[config.mk]
export PLATFORM = sky130hd
export DESIGN_NAME = lsu_align
export DESIGN_NICKNAME = d
export VERILOG_FILES = /design/src/rtl/lsu_align.sv
export SDC_FILE = /design/constraint.sdc
export NUM_CORES = 1
export LEC_CHECK = 0
export CORE_UTILIZATION = 52
export DETAILED_ROUTE_END_ITERATION = 10
export PLACE_DENSITY_LB_ADDON = 0.25
export REMOVE_ABC_BUFFERS = 1
export SYNTH_ARGS = -nofsm -noshare
export SYNTH_HDL_FRONTEND = slang
export SYNTH_SLANG_ARGS = --single-unit
[constraint.sdc]
create_clock -name clk -period 7.2 [get_ports clk]
set_input_delay 2.16 -clock clk [delete_from_list [all_inputs] [get_ports clk]]
set_output_delay 2.16 -clock clk [all_outputs]
set_load 0.01 [all_outputs]
[src/rtl/lsu_align.sv]
// Load/store alignment unit: steers store lanes, builds byte enables, extends load
// data and splits line-straddling accesses into two memory cycles.
module lsu_align #(
   parameter int MISALIGN_EN = 1,
   parameter int DMEM_AW     = 14
) (
   input  logic        clk,
   input  logic        reset,
   input  logic        req_valid,
   output logic        req_ready,
   input  logic        req_we,
   input  logic [2:0]  req_funct3,
   input  logic [31:0] req_addr,
   input  logic [31:0] req_wdata,
   output logic        resp_valid,
   output logic        resp_err,
   output logic [31:0] resp_rdata,
   output logic [31:0] daddr,
   output logic [31:0] dwdata,
   output logic [3:0]  dwe,
   input  logic [31:0] drdata
);

   typedef enum logic {IDLE, SECOND} state_t;

   state_t      state;
   logic [31:0] hold_addr;
   logic [31:0] hold_wdata;
   logic [31:0] hold_rdata;
   logic [2:0]  hold_funct3;
   logic        hold_we;

   logic        in_second;
   logic        accept;
   logic [31:0] cur_addr;
   logic [31:0] cur_wdata;
   logic [2:0]  cur_funct3;
   logic        cur_we;
   logic [1:0]  off;
   logic [7:0]  base;
   logic [7:0]  mask8;
   logic        misaligned;
   logic        size_ok;
   logic        range_ok;
   logic        last_line;
   logic        err;
   logic [5:0]  sh_lo;
   logic [5:0]  sh_hi;
   logic [63:0] pair;
   logic [31:0] raw;
   logic [31:0] ext;

   function automatic logic [31:0] extend(input logic [2:0] f, input logic [31:0] v);
      case (f)
         3'b000:  extend = {{24{v[7]}}, v[7:0]};
         3'b001:  extend = {{16{v[15]}}, v[15:0]};
         3'b100:  extend = {24'h0, v[7:0]};
         3'b101:  extend = {16'h0, v[15:0]};
         default: extend = v;
      endcase
   endfunction

   assign req_ready = (state == IDLE) & ~reset;
   assign accept    = req_valid & req_ready;

   // In SECOND the held request drives the same decode path as a live one.
   always_comb begin
      in_second  = (state == SECOND);
      cur_addr   = in_second ? hold_addr   : req_addr;
      cur_wdata  = in_second ? hold_wdata  : req_wdata;
      cur_funct3 = in_second ? hold_funct3 : req_funct3;
      cur_we     = in_second ? hold_we     : req_we;
      off        = cur_addr[1:0];
      case (cur_funct3[1:0])
         2'b00:   base = 8'h01;
         2'b01:   base = 8'h03;
         default: base = 8'h0F;
      endcase
      mask8      = base << off;
      misaligned = |mask8[7:4];
      size_ok    = (cur_funct3 == 3'b000) || (cur_funct3 == 3'b001) || (cur_funct3 == 3'b010) ||
                   (cur_funct3 == 3'b100) || (cur_funct3 == 3'b101);
      range_ok   = ((cur_addr >> DMEM_AW) == 32'h0);
      last_line  = &cur_addr[DMEM_AW-1:2];
      err        = !size_ok || !range_ok || (misaligned && ((MISALIGN_EN == 0) || last_line));
      sh_lo      = {1'b0, off, 3'b000};
      sh_hi      = {3'd4 - {1'b0, off}, 3'b000};
      pair       = in_second ? {drdata, hold_rdata} : {32'h0, drdata};
      raw        = 32'(pair >> sh_lo);
      ext        = extend(cur_funct3, raw);
      daddr      = in_second ? {cur_addr[31:2] + 30'd1, 2'b00} : {cur_addr[31:2], 2'b00};
      dwdata     = in_second ? (cur_wdata >> sh_hi) : (cur_wdata << sh_lo);
      dwe        = '0;
      if (!reset && cur_we) begin
         if (in_second)
            dwe = mask8[7:4];
         else if (accept && !err)
            dwe = mask8[3:0];
      end
   end

   always_ff @(posedge clk or posedge reset) begin
      if (reset) begin
         state       <= IDLE;
         resp_valid  <= 1'b0;
         resp_err    <= 1'b0;
         resp_rdata  <= '0;
         hold_addr   <= '0;
         hold_wdata  <= '0;
         hold_rdata  <= '0;
         hold_funct3 <= '0;
         hold_we     <= 1'b0;
      end else begin
         resp_valid <= 1'b0;
         resp_err   <= 1'b0;
         resp_rdata <= '0;
         case (state)
            IDLE: begin
               if (accept) begin
                  if (err) begin
                     resp_valid <= 1'b1;
                     resp_err   <= 1'b1;
                  end else if (misaligned) begin
                     state       <= SECOND;
                     hold_addr   <= req_addr;
                     hold_wdata  <= req_wdata;
                     hold_funct3 <= req_funct3;
                     hold_we     <= req_we;
                     hold_rdata  <= drdata;
                  end else begin
                     resp_valid <= 1'b1;
                     resp_rdata <= req_we ? '0 : ext;
                  end
               end
            end
            SECOND: begin
               state      <= IDLE;
               resp_valid <= 1'b1;
               resp_rdata <= hold_we ? '0 : ext;
            end
            default: state <= IDLE;
         endcase
      end
   end

endmodule

==> summary.md, run 1 <==
| Metric | Value |
|---|---|
| Max Transition Viols Final | 0 |
| Worst path cell trace | clkdlybuf4s50_1 -> nand4b_1 -> a222oi_1 -> nand4_1 -> or4_1 -> o211ai_1 -> clkdlybuf4s50_1 |
| Commonest cells in the netlist | dfrtp_1, mux2i_1, a21oi_1 |
| Synthesized flop and latch total | 135 |
| CTS-repair resized insts | 0 |
| Final setup viols | 0 |
| Full die area | 18,900 um^2 |
| Clock buffer depth | 2 |
| Setup CP Type | in -> out |
| Hold Crit Class | reg -> reg |
| TritonCTS buffer count | 17 |
| Final Hold Viols | 0 |
| Leak pwr | around 5.2 nW |
| WP data arrival | 4960 ps |
| Worst Setup End Kind | primary output |
| Crit path from | req_addr[18] |
| Worst clock skew | 10.0 ps |
| Root Buffer Master | clkbuf_16 |
| Main area contributors after synthesis | dfrtp_1, mux2_4, mux2i_1 |
| Worst Setup EP | daddr[31] |
| Die W | 137 um |
| Detailed Route WL | 27,800 um |
| CTS H-tree depth | 4 |
| EDFF count, synth | 0 |
| Reg2Reg Setup Slack | 3230 ps |
| Largest net degree at the start of global routing | between 80 and 90 |
| Max cap viols | 0 |
| CP Data Required Time | between 5000 and 6000 ps |
| Final core occ | 0.689 |
| Register area share after synthesis | 0.354 |
| Reg clk slew, reported paths | 60 ps |
| Chip Height | 137 um |
| P&R area growth vs syn | 29.7% |
| WL per Instance | 19.9 um |
| Slowest cell on the critical path | clkdlybuf4s50_1 |
| Grt total ovfl | 0 |
| Syn_area_per_cell | 9.86 um^2 |
| Crit Reg-Reg Startpoint | in_second$_DFF_PP0_ |
| Total Routing Usage GR | 0.298 |
| Drt pass-1 iters | 5 |
| CTS tree | yes |
| First-pass GRT wire length | 43,300 um |
| Share of layout cells above drive strength 1 | 0.175 |
| Fin crit share | 0.989 |
| Worst-margin pin slew | 1090 ps |
| Post-DP HPWL | 18,700 um |
| # Post-CTS Setup Buffers | 0 |
| Synth Flop Type | dfrtp_1 |
| CP peak stage delay | 580 ps |
| Clock Sinks | around 140 |
| Type of origin of the critical path | primary input |
| Register-to-Register Path Depth | 7 |
| Worst reg2reg path endpoint | resp_rdata[14]$_DFF_PP0_ |
| Non-filler instance count after layout | 1,399 |
| Initial Util | 0.531 |
| Async SR Flop Fraction | 1.00 |
| Port buffer count | 203 |
| Row count | 49 |
| Cell mode on critical path | clkdlybuf4s50_1 |
| Fmax | approximately 140 MHz |
| IO Pins | 206 |
| Mapped Area | 9540 um^2 |
| Status | completed |
| Initial antenna violation count | 1 |
| DRT iter0 DRCs | 786 |
| Top-area cell type share of the netlist area | 0.354 |
| Placed cell count | 1,367 |
| GPL Wtd Cong | just over 0.9 |
| Ys Warns | 0 |
| Hold path startpoint | hold_rdata[1]$_DFFE_PP0P_ |
| Fillcell total | 1,404 |
| Pwr per Cell Area | 161 nW/um^2 |
| Nets | 1,262 |
| Hold buffer count at CTS | 0 |
| Overall via count from detail_route | 8,668 |
| Final setup margin | 79.4 ps |
| Vias in the first global route | 8,195 |
| Placed cell areas | roughly 12,000 um^2 |
| Via density | 6.20 |
| Synth area leader | dfrtp_1 |
| Final antenna diode count | 0 |
| RSZ-0062 raised after global routing | false |
| Total power | roughly 0.0020 W |
| Slew HR | 0.268 |
| Post-route DRC | 0 |
| ANT nets after route | 0 |
| Worst slack, placed | 109 ps |
| Most frequent cell after synthesis | dfrtp_1 |
| Crit-path max FO | 6 |
| Cells after Synth | just under 1k |
| Core footprint | ~18,000 um^2 |
| Max IR drop VDD | approximately 0.18 mV |
| Yosys cell types | 62 |
| Tmin final | just over 7000 ps |
| Skew-Pair Late Insertion Delay | 430 ps |
| Post-route cell area | 12,400 um^2 |
-- kinds of logic after synthesis --
logic type,count (synthesis),share of synthesized area
compound gates,270,0.188
simple gates,260,0.138
mux,190,0.244
flops,135,0.354
buf+inv,93,0.0570
xor+xnor,17,0.0156
fa+ha+maj,2,0.00262
other cells,1,0.000393
-- how the worst min path moves through the flow --
stage                     slack [ps]  depth (start not counted)                         to
final                            510                          1  hold_rdata[1]$_DFFE_PP0P_
after global routing             520                          1  hold_rdata[1]$_DFFE_PP0P_
after CTS                        510                          1  hold_rdata[1]$_DFFE_PP0P_
after detailed placement         490                          1  hold_rdata[7]$_DFFE_PP0P_
after global placement           490                          1  hold_rdata[2]$_DFFE_PP0P_
after floorplan                  470                          1  hold_addr[31]$_DFFE_PP0P_
-- layer usage --
metal,track usage,routed length (um),part of all wire,up-vias
met5,0,13,0.00047,-
met4,0.108,556,0.020,2
met1,0.411,12100,0.44,4192
met3,0.0673,2310,0.083,54
li1,-,-,-,3991
met2,0.454,12800,0.46,429
-- power breakdown --
group,switching [W],internal [W],leakage [nW]
Clock,0.000352,0.000569,0.298
Sequential,0.000000368,0.000759,1.87
Combinational,0.000159,0.000151,3.03
-- critical path: cells and delay by family --
kind                   cells  cell delay [ps]
AND/OR/NAND/NOR            3             1080
AO/OA/AOI/OAI              2              610
buffers and inverters      2             1110
-- flip-flops by register name, indices dropped and copies added, names as in the netlist --
| signal | flops |
|---|---|
| resp_err | 1 |
| hold_rdata | 32 |
| resp_rdata | 32 |
| hold_addr | 32 |
| in_second | 1 |
| hold_we | 1 |
| hold_wdata | 32 |
| hold_funct3 | 3 |
| resp_valid | 1 |
-- layout make-up --
cell class | count | area, um^2 | area share
repair buffers | 245 | 2340 | 0.189
well taps | 229 | 287 | 0.0232
clock buffers | 20 | 457 | 0.0369
clock inverters | 12 | 166 | 0.0134
flip-flops and latches | 135 | 3390 | 0.274
inverters | 17 | 68.8 | 0.00556
multi-input cells | 741 | 5670 | 0.458
-- metrics by stage --
| stage | hold WS [ps] | setup TNS (ps) |
|---|---|---|
| after floorplan | 468 | -446060 |
| after global placement | 490 | 0 |
| after detailed placement | 493 | 0 |
| after CTS | 512 | 0 |
| after global routing | 522 | 0 |
| final | 513 | 0 |
-- cell usage in the layout, fill, tap and decap left out, drive strengths merged, types with 4 or more instances in the layout --
cell,instances
buf,43
a21oi,87
a22oi,5
nand4b,4
a211oi,50
xnor2,8
xor2,9
nor3b,9
o21ba,8
o221a,8
nor4,5
a221o,4
a31oi,15
clkbuf,20
inv,20
or3,10
a222oi,4
nor3,5
nor2b,16
and2,18
nor2,65
clkinv,4
dfrtp,135
mux2i,91
nand3b,9
or4,5
and3,4
o22ai,26
o21ai,33
mux2,99
nand3,20
nand4,12
and4,4
clkdlybuf4s50,202
nand2,71
(Power assumes the default switching activity.)
==> run 2, diff against run 1 <==
Settings changed: CORE_UTILIZATION 52 to 53, CTS_BUF_LIST set to sky130_fd_sc_hd__clkbuf_8.
==> run 2 against run 1 <==
Effect of this change: critical path depth is 5 higher; sequential power about the same; highest routed layer is now met4; critical endpoint is now dwdata[1]; clock power down 33%; first-iteration DRC count fell by 10%.
==> summary.md, run 2 (synthesis gave the netlist of run 1 again) <==
| Metric | Value |
|---|---|
| Grt total ovfl | 0 (unchanged) |
| Share of layout cells above drive strength 1 | 0.176 (+0.000704) |
| Crit path depth | 12 (+5) |
| Clock Sinks | 135 (unchanged) |
| Final setup margin | 152 ps (+73.0 ps) |
| Max Transition Viols Final | 0 (unchanged) |
| Slowest cell on the critical path | clkdlybuf4s50_1 |
| Largest net degree at the start of global routing | 95 (+14%) |
| Setup CP Type | in -> out |
| Final Hold Viols | 0 (unchanged) |
| Type of origin of the critical path | primary input |
| DRT iter0 DRCs | 707 (-10%) |
| GPL Wtd Cong | 0.936 (+1.1%) |
| CTS H-tree depth | 4 (unchanged) |
| Total Routing Usage GR | 0.306 (+0.00833) |
| # Post-CTS Setup Buffers | 0 (unchanged) |
| Nets | 1,263 (+0.079%) |
| Die W | 136 um (-0.93%) |
| Leak pwr | 5.09 nW (-2.1%) |
| Worst reg2reg path endpoint | hold_wdata[11]$_DFFE_PP0P_ |
| Cell mode on critical path | clkdlybuf4s50_1 |
| Max cap viols | 0 (unchanged) |
| P&R area growth vs syn | 27.3% |
| NetSw | 0.000487 W (-4.8%) |
| Tmin final | 7050 ps (-73.0 ps) |
| Via density | 6.24 (+0.79%) |
| Initial Util | 0.548 (+0.0167) |
| Leading cell types in the layout, fill and taps excluded | clkdlybuf4s50_1, dfrtp_1, mux2i_1 |
| Total power | 0.00169 W (-15%) |
| CTS tree | yes |
| Clock buffer depth | 2 (unchanged) |
| Largest delay share family, worst path | buffers and inverters |
| Core footprint | 17,400 um^2 (-3.0%) |
| RSZ-0062 raised after global routing | false |
| Fmax | 142 MHz (+1.0%) |
| Worst Setup End Kind | primary output |
| Final setup viols | 0 (unchanged) |
| Vias in the first global route | 8,562 (+4.5%) |
| Reg clk slew, reported paths | 80 ps (+20 ps) |
| Placed cell areas | 11,700 um^2 (+0.13%) |
| Root Buffer Master | clkbuf_8 |
| Routed wire length on met3 | 2070 um (-11%) |
| ANT nets after route | 0 (unchanged) |
| Chip Height | 136 um (-0.93%) |
| CP Buf/Inv Count | 5 (+3) |
| Overall via count from detail_route | 8,718 (+0.58%) |
| Met2 WL post-DR | 13,100 um (+2.4%) |
| Share of power burned in registers | 0.449 (+0.067) |
| Worst-margin pin slew | 1020 ps (-68.5 ps) |
| M1 WL | 12,100 um (-0.63%) |
| Crit-path max FO | 6 (unchanged) |
| Max IR drop VDD | 0.126 mV (-29%) |
| IO Pins | 206 (unchanged) |
| Register-to-Register Path Depth | 8 (+1) |
| Top Metal Used | met4 |
| Crit Reg-Reg Startpoint | in_second$_DFF_PP0_ |
| Setup_tns | 0 ps (unchanged) |
| WL per Instance | 20.1 um (+0.88%) |
| Pwr per Cell Area | 139 nW/um^2 (-14%) |
| TritonCTS buffer count | 17 (unchanged) |
| Commonest non-fill, non-tap cell in the layout | clkdlybuf4s50_1 |
| Clock power frac | 0.368 (-0.095) |
| Post-route DRC | 0 (unchanged) |
| Drt pass-1 iters | 6 (+1) |
| Internal power | 0.00120 W (-19%) |
| First-pass GRT wire length | 44,200 um (+2.1%) |
| Detailed Route WL | 28,000 um (+0.66%) |
| CP Data Required Time | 5040 ps (about the same) |
| Hold buffer count at CTS | 0 (unchanged) |
| CP peak stage delay | 580 ps (about the same) |
| Port buffer count | 203 (unchanged) |
| Initial antenna violation count | 0 (-1) |
| Fillcell total | 1,367 (-2.6%) |
| Worst path cell trace | clkdlybuf4s50_1 -> inv_1 -> o21ai_2 -> inv_2 -> ha_1 -> nor3b_1 -> buf_4 -> nand2_1 -> o22ai_1 -> a21oi_1 -> o21ai_0 -> clkdlybuf4s50_1 |
| Worst clock skew | 13.7 ps (+3.68 ps) |
| Status | completed |
| Skew-Pair Late Insertion Delay | 470 ps (+40 ps) |
| Full die area | 18,500 um^2 (-1.9%) |
| WP data arrival | 4890 ps (-70 ps) |
| Hold WS | 513 ps (+0.442 ps) |
| Hold Crit Class | reg -> reg |
| Comb power frac | 0.184 (+0.029) |
| Reg2Reg Setup Slack | 3180 ps (-50 ps) |
| Row count | 48 (-2.0%) |
| Worst slack, placed | 42.3 ps (-66.3 ps) |
| Switching part of the total | 0.288 (+0.0314) |
| Worst Setup EP | dwdata[1] |
| Post-route cell area | 12,100 um^2 (-1.8%) |
| Fin crit share | 0.979 (-0.0101) |
| Crit path from | req_addr[1] |
| Post-DP HPWL | 18,600 um (-0.48%) |
| Slew HR | 0.318 (+0.0500) |
| Final antenna diode count | 0 (unchanged) |
## run 2: changes by cell type in the layout (fill, tap and decap cells not counted), sizes merged
| cell | change |
|---|---|
| bufinv | -2 |
| buf | +1 |
| inv | -2 |
| clkbuf | -1 |
| clkinv | +1 |
| clkinvlp | +4 |
## run 2: through the flow
step,std cells,util
floorplan,893,-
global placement,1364,0.674
detailed placement,1364,0.674
CTS,1396,0.697
global route,1396,0.698
finish,1396,0.698
## run 2: what timing repair did
action,4_1_cts,5_1_grt
hold endpoints to repair,0,0
endpoints found under the setup margin,0,8
resized for setup,0,5
## run 2: area by class of cell
cell class	instances	area, um^2	area share
Multi-Input combinational cell	741	5660	0.466
Inverter	17	68.8	0.00566
Timing Repair Buffer	246	2370	0.195
Clock inverter	13	124	0.0102
Tap cell	225	282	0.0232
Clock buffer	19	262	0.0215
Sequential cell	135	3390	0.279
## run 2: worst register-to-register path, cell delays in order, from the launching register on
cell       delay (ps)
dfrtp_4           670
buf_4             500
nand2b_1          170
or4_4             530
a2111oi_4         350
buf_4             220
nand3b_4          570
buf_12            490
mux2_4            420
## run 2: power groups by stage
stage | clock network (W) | registers [W] | logic, W
floorplan | 0 | 0.000774 | 0.000132
global placement | 0 | 0.000774 | 0.000302
detailed placement | 0 | 0.000773 | 0.000304
CTS | 0.000632 | 0.000758 | 0.000308
global route | 0.000660 | 0.000758 | 0.000333
finish | 0.000621 | 0.000758 | 0.000310
## run 2: metal layers
layer  vias to the layer above  track usage
met3                        63       0.0563
li1                       3982            -
met1                      4250        0.405
met5                         -            0
met4                         0        0.122
met2                       423        0.493
## run 2: how the worst min path moves through the flow
| stage | from | to | slack (ps) | cells past startpoint |
|---|---|---|---|---|
| floorplan | hold_addr[31]$_DFFE_PP0P_ | hold_addr[31]$_DFFE_PP0P_ | 470 | 1 |
| global placement | hold_rdata[3]$_DFFE_PP0P_ | hold_rdata[3]$_DFFE_PP0P_ | 490 | 1 |
| detailed placement | hold_wdata[14]$_DFFE_PP0P_ | hold_wdata[14]$_DFFE_PP0P_ | 490 | 1 |
| CTS | hold_addr[31]$_DFFE_PP0P_ | hold_addr[31]$_DFFE_PP0P_ | 510 | 1 |
| global route | hold_addr[31]$_DFFE_PP0P_ | hold_addr[31]$_DFFE_PP0P_ | 530 | 1 |
| finish | hold_addr[31]$_DFFE_PP0P_ | hold_addr[31]$_DFFE_PP0P_ | 510 | 1 |
